--- config.mk ---
export PLATFORM = sky130hd
export DESIGN_NAME = load_store_unit
export DESIGN_NICKNAME = d
export VERILOG_FILES = /design/src/rtl/load_store_unit.sv
export SDC_FILE = /design/constraint.sdc
export NUM_CORES = 1
export LEC_CHECK = 0
export BUFFER_PORTS_ARGS = -buffer_cell sky130_fd_sc_hd__clkbuf_2
export CAP_MARGIN = 20
export CORE_MARGIN = 8
export CORE_UTILIZATION = 44
export CTS_CLUSTER_DIAMETER = 80
export DETAILED_ROUTE_END_ITERATION = 7
export GPL_TIMING_DRIVEN = 0
export HOLD_SLACK_MARGIN = 0.05
export PLACE_DENSITY_LB_ADDON = 0.08
export SLEW_MARGIN = 10
export SYNTH_ARGS = -nofsm -noshare
export SYNTH_HDL_FRONTEND = slang
export SYNTH_SLANG_ARGS = --single-unit
--- constraint.sdc ---
create_clock -name Clk -period 2.2 [get_ports Clk]
set_clock_uncertainty 0.2 [all_clocks]
set_input_delay 0.44 -clock Clk [delete_from_list [all_inputs] [get_ports Clk]]
set_output_delay 0.44 -clock Clk [all_outputs]
set_load 0.02 [all_outputs]
--- src/rtl/load_store_unit.sv ---
// MEM-stage load/store controller driving a big-endian word/double data memory.
// Ports: Req_* from EX/MEM, *_MEM memory port, Load_* result, Exc_* fault. Macro: LSU_RANGE_CHECK_EN.
module load_store_unit #(
  parameter int MEM_BYTES = 1024,
  parameter int ADDR_W    = 32
) (
  input  logic              Clk,
  input  logic              Reset_n,
  input  logic              Req_valid,
  output logic              Req_ready,
  input  logic [3:0]        Req_op,
  input  logic [ADDR_W-1:0] Req_addr,
  input  logic [63:0]       Req_wdata,
  output logic [ADDR_W-1:0] Adrs_MEM,
  output logic [31:0]       Rt_data_MEM,
  output logic [63:0]       Rt_data64_MEM,
  output logic              MemRead,
  output logic              MemWrite,
  output logic              MemWrite64,
  input  logic [31:0]       OUT_data_MEM,
  input  logic [31:0]       OUT_nextdata_MEM,
  output logic              Load_valid,
  output logic [31:0]       Load_data,
  output logic [31:0]       Load_data_lo,
  output logic              Exc_valid,
  output logic [1:0]        Exc_code
);

  localparam logic [3:0] OP_LW  = 4'd0;
  localparam logic [3:0] OP_LB  = 4'd1;
  localparam logic [3:0] OP_LBU = 4'd2;
  localparam logic [3:0] OP_LH  = 4'd3;
  localparam logic [3:0] OP_LHU = 4'd4;
  localparam logic [3:0] OP_LD  = 4'd5;
  localparam logic [3:0] OP_SW  = 4'd8;
  localparam logic [3:0] OP_SB  = 4'd9;
  localparam logic [3:0] OP_SH  = 4'd10;
  localparam logic [3:0] OP_SD  = 4'd11;

  typedef enum logic [2:0] {
    S_IDLE,
    S_RD,
    S_WR,
    S_RMW_RD,
    S_RMW_WR
  } state_t;

  state_t            state_q, state_d;
  logic [3:0]        op_q, op_d;
  logic [ADDR_W-1:0] addr_q, addr_d;
  logic [63:0]       wdata_q, wdata_d;
  logic [31:0]       merge_q, merge_d;
  logic              load_valid_q, load_valid_d;
  logic [31:0]       load_data_q, load_data_d;
  logic [31:0]       load_lo_q, load_lo_d;
  logic              exc_valid_q, exc_valid_d;
  logic [1:0]        exc_code_q, exc_code_d;

  // request decode
  logic       dec_legal;
  logic       dec_load;
  logic       dec_rmw;
  logic [2:0] dec_amask;
  logic       dec_misal;
  logic       dec_range;

  always_comb begin
    dec_legal = 1'b1;
    dec_load  = 1'b0;
    dec_rmw   = 1'b0;
    dec_amask = 3'd0;
    unique case (Req_op)
      OP_LW:  begin dec_load = 1'b1; dec_amask = 3'd3; end
      OP_LB:  begin dec_load = 1'b1; end
      OP_LBU: begin dec_load = 1'b1; end
      OP_LH:  begin dec_load = 1'b1; dec_amask = 3'd1; end
      OP_LHU: begin dec_load = 1'b1; dec_amask = 3'd1; end
      OP_LD:  begin dec_load = 1'b1; dec_amask = 3'd7; end
      OP_SW:  begin dec_amask = 3'd3; end
      OP_SB:  begin dec_rmw = 1'b1; end
      OP_SH:  begin dec_rmw = 1'b1; dec_amask = 3'd1; end
      OP_SD:  begin dec_amask = 3'd7; end
      default: dec_legal = 1'b0;
    endcase
    dec_misal = |(Req_addr[2:0] & dec_amask);
  end

`ifdef LSU_RANGE_CHECK_EN
  localparam int AW1 = ADDR_W + 1;
  logic [3:0] dec_size;

  always_comb begin
    unique case (Req_op)
      OP_LB, OP_LBU, OP_SB: dec_size = 4'd1;
      OP_LH, OP_LHU, OP_SH: dec_size = 4'd2;
      OP_LD, OP_SD:         dec_size = 4'd8;
      default:              dec_size = 4'd4;
    endcase
    // one extra bit so addr + size cannot wrap
    dec_range = ({1'b0, Req_addr} + AW1'(dec_size)) > AW1'(MEM_BYTES);
  end
`else
  assign dec_range = 1'b0;
`endif

  // every access is issued at the containing word address
  logic [ADDR_W-1:0] mem_addr;
  assign mem_addr = (addr_q % ADDR_W'(MEM_BYTES)) & ~ADDR_W'(3);

  // load extraction / store merge, k = byte offset in the word
  logic [1:0]  k;
  logic [4:0]  bsh;
  logic [7:0]  rd_byte;
  logic [15:0] rd_half;
  logic [31:0] ext;
  logic [31:0] bmask;
  logic [31:0] merged;

  assign k   = addr_q[1:0];
  assign bsh = {~k, 3'b000};

  always_comb begin
    rd_byte = 8'(OUT_data_MEM >> bsh);
    rd_half = k[1] ? OUT_data_MEM[15:0] : OUT_data_MEM[31:16];
    unique case (op_q)
      OP_LB:   ext = {{24{rd_byte[7]}}, rd_byte};
      OP_LBU:  ext = {24'd0, rd_byte};
      OP_LH:   ext = {{16{rd_half[15]}}, rd_half};
      OP_LHU:  ext = {16'd0, rd_half};
      default: ext = OUT_data_MEM;
    endcase
    bmask = 32'hFF << bsh;
    if (op_q == OP_SH) begin
      merged = k[1] ? {OUT_data_MEM[31:16], wdata_q[15:0]}
                    : {wdata_q[15:0], OUT_data_MEM[15:0]};
    end else begin
      merged = (OUT_data_MEM & ~bmask)
             | (32'(wdata_q[7:0]) << bsh);
    end
  end

  always_comb begin
    state_d      = state_q;
    op_d         = op_q;
    addr_d       = addr_q;
    wdata_d      = wdata_q;
    merge_d      = merge_q;
    load_valid_d = 1'b0;
    load_data_d  = load_data_q;
    load_lo_d    = load_lo_q;
    exc_valid_d  = 1'b0;
    exc_code_d   = 2'd0;
    unique case (state_q)
      S_IDLE: begin
        if (Req_valid) begin
          op_d    = Req_op;
          addr_d  = Req_addr;
          wdata_d = Req_wdata;
          if (!dec_legal) begin
            exc_valid_d = 1'b1;
            exc_code_d  = 2'd3;
          end else if (dec_misal) begin
            exc_valid_d = 1'b1;
            exc_code_d  = 2'd1;
          end else if (dec_range) begin
            exc_valid_d = 1'b1;
            exc_code_d  = 2'd2;
          end else if (dec_load) begin
            state_d = S_RD;
          end else if (dec_rmw) begin
            state_d = S_RMW_RD;
          end else begin
            state_d = S_WR;
          end
        end
      end
      S_RD: begin
        load_valid_d = 1'b1;
        load_data_d  = ext;
        load_lo_d    = (op_q == OP_LD) ? OUT_nextdata_MEM : 32'd0;
        state_d      = S_IDLE;
      end
      S_RMW_RD: begin
        merge_d = merged;
        state_d = S_RMW_WR;
      end
      S_RMW_WR: state_d = S_IDLE;
      S_WR:     state_d = S_IDLE;
      default:  state_d = S_IDLE;
    endcase
  end

  always_ff @(posedge Clk or negedge Reset_n) begin
    if (!Reset_n) begin
      state_q      <= S_IDLE;
      op_q         <= 4'd0;
      addr_q       <= '0;
      wdata_q      <= 64'd0;
      merge_q      <= 32'd0;
      load_valid_q <= 1'b0;
      load_data_q  <= 32'd0;
      load_lo_q    <= 32'd0;
      exc_valid_q  <= 1'b0;
      exc_code_q   <= 2'd0;
    end else begin
      state_q      <= state_d;
      op_q         <= op_d;
      addr_q       <= addr_d;
      wdata_q      <= wdata_d;
      merge_q      <= merge_d;
      load_valid_q <= load_valid_d;
      load_data_q  <= load_data_d;
      load_lo_q    <= load_lo_d;
      exc_valid_q  <= exc_valid_d;
      exc_code_q   <= exc_code_d;
    end
  end

  // strobes decode straight from state so async reset drops them at once
  logic st_wr;
  assign st_wr = (state_q == S_WR);

  assign Req_ready     = (state_q == S_IDLE);
  assign MemRead       = (state_q == S_RD) || (state_q == S_RMW_RD);
  assign MemWrite      = (state_q == S_RMW_WR) || (st_wr && op_q != OP_SD);
  assign MemWrite64    = st_wr && (op_q == OP_SD);
  assign Adrs_MEM      = Req_ready ? '0 : mem_addr;
  assign Rt_data_MEM   = (state_q == S_RMW_WR) ? merge_q
                       : (st_wr && op_q == OP_SW) ? wdata_q[31:0]
                       : 32'd0;
  assign Rt_data64_MEM = MemWrite64 ? wdata_q : 64'd0;
  assign Load_valid    = load_valid_q;
  assign Load_data     = load_data_q;
  assign Load_data_lo  = load_lo_q;
  assign Exc_valid     = exc_valid_q;
  assign Exc_code      = exc_code_q;

endmodule
==> flow_summary.ini, run 1 <==
[route]
vias_per_cell = 5.206
antenna_left = 0
drc = 0
num_vias = 8257
drtIter0Drc = 574
post_drt_wl_per_cell_um = 20.52
dr.pass1.iters = 5
wl_um = 32550

[die]
die_h_um = 158.0
dieArea_um2 = 24970
rows = 52
die_w_um = 158.0
ios = 367
initial_utilization_pct = 44.28
coreArea_um2 = 20040

[worst_setup_path]
r2r_start = state_q[2]
reg2reg_to = wdata_q[50]
worst-path-max-fanout = 5
cp-start-kind = register
path_class = register to primary output
crit_top_cell = buf_8
crit_chain = inv_4 -> nand4_1 -> nor3b_4 -> buf_4 -> buf_8 -> buf_8 -> and2_2 -> clkbuf_8
cp.depth = 8
required_ns = 1.56
cp_num_buf_inv = 5
end_kind = primary output
worstPathArrival_ns = 2.03
slowest_delay_ns = 0.43
rrSetupSlack_ns = 0.05
crit_family = buffers and inverters
r2r_cells = 7
crit_slowest_cell = dfrtp_2

[synthesis]
synthCells = 813
ys_ff_latch = 180
synth_warnings = 0
ys_seq_area_share_pct = 50.76
synth.most_common_cell = dfrtp_1
synth_ff_type = dfrtp_1
avgSynthCellArea_um2 = 10.91
synth_area_leaders = dfrtp_1 (51%), mux2_2 (11%), a22o_1 (6.3%)
synth_edf_count = 0
synth_area_um2 = 8874
post-synth-top-area-cell = dfrtp_1
synth_cell_types = 46
synth_common_cells = dfrtp_1 (180), mux2_2 (83), nand2_1 (70)
synthArstFlopShare_pct = 100.0
synth_top_area_share_pct = 50.76

[sta]
rsz0062_at_grt = yes
finalCritPeriodShare_pct = 121.6
setup_viol = 106
layout_setup_ws_ns = -0.4750
worst_pin_slew_ns = 0.6966
fmax_ghz = 0.3738
maxSlewViolCount = 0
holdWs_ns = 0.05794
slew_headroom_pct = 53.56
fin_crit_ns = 2.675
final_hold_viol_count = 0
tns_ns = -42.65

[global_route]
grt_max_degree = 101
grt.total_usage_pct = 24.97
grt_pass1_vias = 8562
grt_first_pass_wirelength_um = 47860
antenna_found_initial = 3
overflow = 0

[clock_tree]
cts_tree = yes
clockRootBuffer = clkbuf_16
cts.sink_count = 180
clkSlewWorstSetupHoldPaths_ns = 0.07
htreeDepth = 4
cts_made_buffers = 17
clock_latency_ns = 0.43
cts_buffer_depth = 2

[power]
p_int_mw = 6.855
power_density_nw_per_um2 = 735.7
p_clk_share_pct = 27.3
combinationalPowerShare_pct = 29.6
seqPwrFrac_pct = 43.1
irDropWorstVdd_uv = 576.2
p_total_mw = 10.46
p_sw_mw = 3.601
p_sw_share_pct = 34.44
leakage_nw = 6.935

[place]
numPortBuffers = 317
dp_hpwl_um = 22420
gp_congestion = 0.8514

[final_layout]
num_antenna_cells = 0
syn_to_final_growth_pct = 60.17
drive_gt1_share_pct = 48.56
utilization_pct = 70.92
nets = 1471

[outcome]
outcome = complete, but fails checks
violations = setup timing

[run]
cap_violations = 0

[hold_path]
hold_path_depth = 2
worstHoldPathType = input pin to register
holdCritStartpoint = Req_wdata[16]
holdPathEnd = wdata_q[16]
[power groups by stage]
| stage | logic [mW] | registers, mW | clock network [mW] |
|---|---|---|---|
| 6_report | 3.09 | 4.51 | 2.86 |
| 5_1_grt | 3.33 | 4.60 | 3.02 |
| 4_1_cts | 2.99 | 4.48 | 2.91 |
| 3_5_place_dp | 2.74 | 4.53 | 0 |
| 3_3_place_gp | 2.71 | 4.51 | 0 |
| 2_1_floorplan | 1.41 | 4.75 | 0 |
[flip-flops by register name, indices dropped and copies added (netlist names)]
register and count:
addr_q 10, Exc_code 2, Load_data 32, state_q 3, merge_q 32, Load_valid 1
wdata_q 64, Load_data_lo 32, op_q 4
[metrics by stage]
stage | setup WS, ns | area (µm²) | std cells
finish | -0.4750 | 14210 | 1586
global route | -0.5339 | 14210 | 1586
CTS | -0.4860 | 13820 | 1577
detailed placement | -0.6215 | 11000 | 1424
global placement | -3.052 | 10960 | 1423
floorplan | -0.03019 | 9036 | 836
[cell families after synthesis]
group                  synth area share, %
multiplexers                         15.38
AO/OA/AOI/OAI                        15.21
buffers and inverters                6.049
other                              0.04226
flip-flops                           50.76
AND/OR/NAND/NOR                      12.45
XOR/XNOR                           0.09872
[final cells by class]
type                    count  area [µm²]
inverters                  13       52.55
multi-input cells         554        4197
repair buffers            450        3865
flip-flops and latches    180        4508
clock inverters            13       101.3
plain buffers              88       711.9
clock buffers              18       439.2
well taps                 270       337.8
fillers                  1462        5827
[metal layers]
layer	GRT usage (%)	part of all wire [%]	vias up
li1	-	-	3810
met1	29.94	40	4045
met2	42.10	49	334
met3	7.480	8.8	62
met4	8.487	2.4	6
met5	0	0.13	-
[how the worst max path moves through the flow]
stage / startpoint / end / slack [ns]
6_report: op_q[2] / Rt_data64_MEM[6] / -0.47
5_1_grt: op_q[2] / Rt_data64_MEM[40] / -0.53
4_1_cts: op_q[2] / Rt_data64_MEM[35] / -0.49
3_5_place_dp: op_q[2] / Rt_data64_MEM[16] / -0.62
3_3_place_gp: Reset_n / Load_data_lo[26] / -3.05
2_1_floorplan: op_q[2] / Rt_data64_MEM[10] / -0.03
[layout by cell type, fill, tap and decap left out, types with 25 or more instances in the layout]
cell type      instances
a21oi_1               28
a22o_1                64
and2_4                53
buf_4                 50
buf_6                 36
buf_8                 29
clkbuf_2             215
clkbuf_8              75
dfrtp_1              177
dlygate4sd3_1         99
mux2_2                83
mux2i_1               25
nand2_1               70
nor2_1                42
o21ai_0               46
[timing repair]
item / in CTS / in global routing
buffers inserted: 15 / 6
gates cloned: 9 / 3
setup endpoints to repair: 234 / 211
resized for setup: 300 / 141
hold endpoints to repair: 178 / 0
pin swaps: 33 / 9
hold buffers: 99 / 0
No activity file was read; power rests on OpenSTA's default activity.
==> inputs of run 2 (changes only) <==
--- a/config.mk
+++ b/config.mk
@@ -14,6 +14,7 @@
 export GPL_TIMING_DRIVEN = 0
 export HOLD_SLACK_MARGIN = 0.05
 export PLACE_DENSITY_LB_ADDON = 0.08
+export RECOVER_POWER = 100
 export SLEW_MARGIN = 10
 export SYNTH_ARGS = -nofsm -noshare
 export SYNTH_HDL_FRONTEND = slang
==> run 2 against run 1 <==
The flow still finishes with violations (setup timing). Worst hold slack gained 0.0030 ns. Flip-flop and latch count unchanged. Total power decreased by 0.90%. Design area decreased by 0.78%. Sequential power barely moved. Sequential share of layout area up 0.25 points. First-iteration DRC count up 7.0%. Die area stayed put. Register-to-register slack lost 0.25 ns. Utilization shrank 0.56 points. Critical path type unchanged. Largest cell class is now registers.
==> flow_summary.ini, run 2 (synthesis results as in run 1) <==
[worst_setup_path]
worstPathArrival_ns = 2.03
r2r_cells = 7
worst-path-max-fanout = 6
path_class = register to primary output
reg2reg_to = wdata_q[50]
r2r_start = state_q[2]
end_kind = primary output
cp-start-kind = register
required_ns = 1.56
rrSetupSlack_ns = -0.20

[die]
die_w_um = 158.0
die_h_um = 158.0
initial_utilization_pct = 44.28
rows = 52
ios = 367
dieArea_um2 = 24970
coreArea_um2 = 20040

[clock_tree]
cts_buffer_depth = 2
clkSlewWorstSetupHoldPaths_ns = 0.07
clock_latency_ns = 0.43
cts_tree = yes
cts_made_buffers = 17
clockRootBuffer = clkbuf_16
cts.sink_count = 180
htreeDepth = 4

[place]
preCtsSetupSlack_ns = -0.6215
placed_area_um2 = 11000
numPortBuffers = 317
gp_congestion = 0.8514
dp_hpwl_um = 22420
dp_cells = 1424

[power]
p_total_mw = 10.36
power_density_nw_per_um2 = 734.9
leakage_nw = 6.701
irDropWorstVdd_uv = 569.9

[sta]
slew_headroom_pct = 20.32
fin_crit_ns = 2.667
worst_pin_slew_ns = 1.195
tns_ns = -55.99
fmax_ghz = 0.3750
setup_viol = 191
final_hold_viol_count = 0
holdWs_ns = 0.06096
finalCritPeriodShare_pct = 121.2
maxSlewViolCount = 0
layout_setup_ws_ns = -0.4665
rsz0062_at_grt = yes

[global_route]
antenna_found_initial = 3
grt_pass1_vias = 8562
overflow = 0
grt_first_pass_wirelength_um = 47860
grt.total_usage_pct = 24.97
grt_max_degree = 101

[final_layout]
syn_to_final_growth_pct = 58.91
final_common_cell = dfrtp_1
num-fill-cells = 1506
drive_gt1_share_pct = 43.09
utilization_pct = 70.37
design_area_um2 = 14100
num_antenna_cells = 0
largest_register = wdata_q
largest_reg_flops = 64
nets = 1471
final_cell_mix = dfrtp_1 (177), clkbuf_2 (149), dlygate4sd3_1 (99), mux2_2 (83), clkbuf_1 (81)
fin_cells = 1586

[hold_path]
hold_path_depth = 2
holdCritStartpoint = Req_wdata[16]
worstHoldPathType = input pin to register
holdPathEnd = wdata_q[16]

[route]
antenna_left = 0
num_vias = 8327
drc = 0
post_drt_wl_per_cell_um = 20.50
drtIter0Drc = 614
vias_per_cell = 5.250
wl_um = 32510
dr.pass1.iters = 5

[outcome]
violations = setup timing
outcome = complete, but fails checks

[run]
cap_violations = 0
-- run 2: timing repair --
item / in CTS / in global routing
resized for setup: 300 / 141
cloned: 9 / 3
buffers inserted: 15 / 6
setup endpoints to repair: 234 / 211
pin swaps: 33 / 9
hold endpoints to repair: 178 / 0
hold buffers: 99 / 0
-- run 2: per-layer routing --
metal	part of all wire, %	track usage, %
met2	49	42.10
met1	39	29.94
met4	2.5	8.487
met3	8.9	7.480
met5	0.13	0
-- run 2: worst max path at each step --
stage                              endpoint    start
after detailed placement  Rt_data64_MEM[16]  op_q[2]
after global routing      Rt_data64_MEM[40]  op_q[2]
after CTS                 Rt_data64_MEM[35]  op_q[2]
after global placement     Load_data_lo[26]  Reset_n
after floorplan           Rt_data64_MEM[10]  op_q[2]
final                     Rt_data64_MEM[49]  op_q[2]
-- run 2: where the power goes --
| group | switching, mW | leakage [nW] | internal [mW] |
|---|---|---|---|
| clock network | 1.36 | 0.261 | 1.49 |
| registers | 0.484 | 2.13 | 4.02 |
| logic | 1.74 | 4.31 | 1.27 |
| total | 3.59 | 6.70 | 6.78 |
-- run 2: layout make-up --
cell class | count | area [µm²] | area share (%)
Sequential cell | 180 | 4508 | 31.97
Inverter | 13 | 52.55 | 0.3727
Clock inverter | 13 | 101.3 | 0.7187
Clock buffer | 18 | 439.2 | 3.114
Timing Repair Buffer | 450 | 3769 | 26.73
Multi-Input combinational cell | 554 | 4185 | 29.68
Buffer | 88 | 708.2 | 5.022
Tap cell | 270 | 337.8 | 2.396
-- run 2: worst max-delay path, stage by stage (launching register included) --
cell       delay (ns)
dfrtp_2          0.43
inv_4            0.07
nand4_1          0.15
nor3b_4          0.24
buf_6            0.14
buf_12           0.15
clkbuf_16        0.15
and2_4           0.15
buf_8            0.11
==> inputs of run 3 (changes only) <==
==> constraint.sdc (replaced) <==
create_clock -name Clk -period 2.2 [get_ports Clk]
set_clock_uncertainty 0.2 [all_clocks]
set_input_delay 0.66 -clock Clk [delete_from_list [all_inputs] [get_ports Clk]]
set_output_delay 0.66 -clock Clk [all_outputs]
set_load 0.02 [all_outputs]
==> run 3 against run 2 <==
The run still ends with setup timing left. First-iteration DRC count shrank 7.3%. Setup slack lost 0.28 ns. Global-route usage shrank 0.70 points. Utilization shrank 1.5 points. Count of clock-buffer cells in the layout grew 1. Sequential share of layout area grew 0.69 points. Combinational power grew 3%. Critical path type unchanged.
==> flow_summary.ini, run 3 (synthesis results as in run 1) <==
[route]
drtIter0Drc = 569
wl_um = 33030
post_drt_wl_per_cell_um = 21.96
dr.pass1.iters = 7
antenna_left = 0
vias_per_cell = 5.336
num_vias = 8025
drc = 0

[clock_tree]
clkSlewWorstSetupHoldPaths_ns = 0.07
cts_tree = yes
clockRootBuffer = clkbuf_16
htreeDepth = 4
hold_buffers = 0
cts_made_buffers = 17
cts.sink_count = 180
clock_latency_ns = 0.43
cts_buffer_depth = 2

[worst_setup_path]
required_ns = 1.34
worst-path-max-fanout = 6
worstPathArrival_ns = 2.09
crit_slowest_cell = dfrtp_2
end_kind = primary output
crit_chain = inv_8 -> nand4_1 -> nor3b_4 -> buf_6 -> buf_12 -> clkbuf_16 -> and2_4 -> buf_6
critPathLaunch = op_q[2]
cp.depth = 8
path_class = register to primary output
rrSetupSlack_ns = -0.10
r2r_start = state_q[2]
cp_num_buf_inv = 5
slowest_delay_ns = 0.44
r2r_cells = 8
crit_top_cell = buf_6
reg2reg_to = wdata_q[44]
crit_family = buffers and inverters
cp-start-kind = register
crit_path_end = Rt_data64_MEM[5]

[die]
coreArea_um2 = 20040
die_h_um = 158.0
initial_utilization_pct = 44.28
rows = 52
dieArea_um2 = 24970
ios = 367
die_w_um = 158.0

[place]
gp_congestion = 0.8813
preCtsSetupSlack_ns = -0.6469
numPortBuffers = 317
dp_hpwl_um = 22720

[power]
p_total_mw = 10.80
power_density_nw_per_um2 = 782.3
leakage_nw = 6.662
irDropWorstVdd_uv = 619.7

[final_layout]
syn_to_final_growth_pct = 55.60
drive_gt1_share_pct = 48.50
largest_register = wdata_q
largest_reg_flops = 64
final_common_cell = dfrtp_1
nets = 1389
final_cell_mix = dfrtp_1 (176), clkbuf_2 (154), clkbuf_1 (80), buf_6 (77), nand2_1 (70)

[global_route]
overflow = 0
grt_first_pass_wirelength_um = 46400
grt_pass1_vias = 8123
grt.total_usage_pct = 24.27
antenna_found_initial = 1
grt_max_degree = 92

[run]
cap_violations = 0

[hold_path]
worstHoldPathType = input pin to register
holdCritStartpoint = Req_wdata[8]

[outcome]
violations = setup timing
outcome = complete, but fails checks

[sta]
rsz0062_at_grt = yes
worst_pin_slew_ns = 1.301
finalCritPeriodShare_pct = 133.9
tns_ns = -73.71
final_hold_viol_count = 0
maxSlewViolCount = 0
fmax_ghz = 0.3394
holdWs_ns = 0.2348
fin_crit_ns = 2.947
setup_viol = 190
layout_setup_ws_ns = -0.7468
slew_headroom_pct = 13.29
==> run 3: metrics by stage <==
stage / cell area (µm²) / instances / utilization (%)
6_report: 13810 / 1504 / 68.90
3_5_place_dp: 11220 / 1424 / 55.98
4_1_cts: 12810 / 1479 / 63.90
2_1_floorplan: 9256 / 836 / -
3_3_place_gp: 11180 / 1423 / 55.79
5_1_grt: 13810 / 1504 / 68.90
==> run 3: worst register-to-register path, delay by kind of cell (launching register included) <==
family,cells,cell delay [ns]
DFF,1,0.43
muxes,1,0.33
buffers and inverters,5,0.77
and+or+nand+nor,2,0.45
==> run 3: cell type report <==
| cell class | count | area [µm²] |
|---|---|---|
| inverters | 13 | 60.06 |
| repair buffers | 370 | 3097 |
| fillers | 1524 | 6232 |
| flip-flops and latches | 180 | 4509 |
| diodes | 1 | 2.502 |
| clock buffers | 19 | 432.9 |
| clock inverters | 11 | 153.9 |
| well taps | 270 | 337.8 |
| plain buffers | 86 | 790.8 |
| multi-input cells | 554 | 4423 |
==> run 3: repair_timing <==
| item | in CTS | in global routing |
|---|---|---|
| gates cloned | 5 | 16 |
| endpoints found under the hold margin | 0 | 0 |
| pin swaps | 16 | 15 |
| resized for setup | 225 | 287 |
| setup buffers | 21 | 16 |
| setup endpoints to repair | 249 | 241 |
==> run 3: metal layers <==
metal  share of wire [%]  up-vias  global-route usage, %
li1                    -     3653                      -
met1                  41     3969                  31.99
met2                  48      366                  38.33
met3                 9.0       37                  7.207
met4                 1.8        0                  6.466
met5                   0        -                      0
==> run 3: worst min path at each step <==
stage	slack, ns	endpoint	cells past startpoint
floorplan	0.16	Exc_code[0]	0
global placement	0.27	merge_q[20]	2
detailed placement	0.28	merge_q[16]	2
CTS	0.12	Load_data_lo[23]	1
global route	0.24	Load_data_lo[19]	2
finish	0.23	wdata_q[8]	3
==> run 3: where the power goes <==
| part | total (mW) | switching, mW | leakage, nW | internal [mW] |
|---|---|---|---|---|
| combinational | 3.11 | 1.79 | 4.26 | 1.32 |
| sequential | 4.56 | 0.534 | 2.12 | 4.02 |
| clock | 3.13 | 1.34 | 0.274 | 1.79 |
| total | 10.8 | 3.67 | 6.66 | 7.13 |
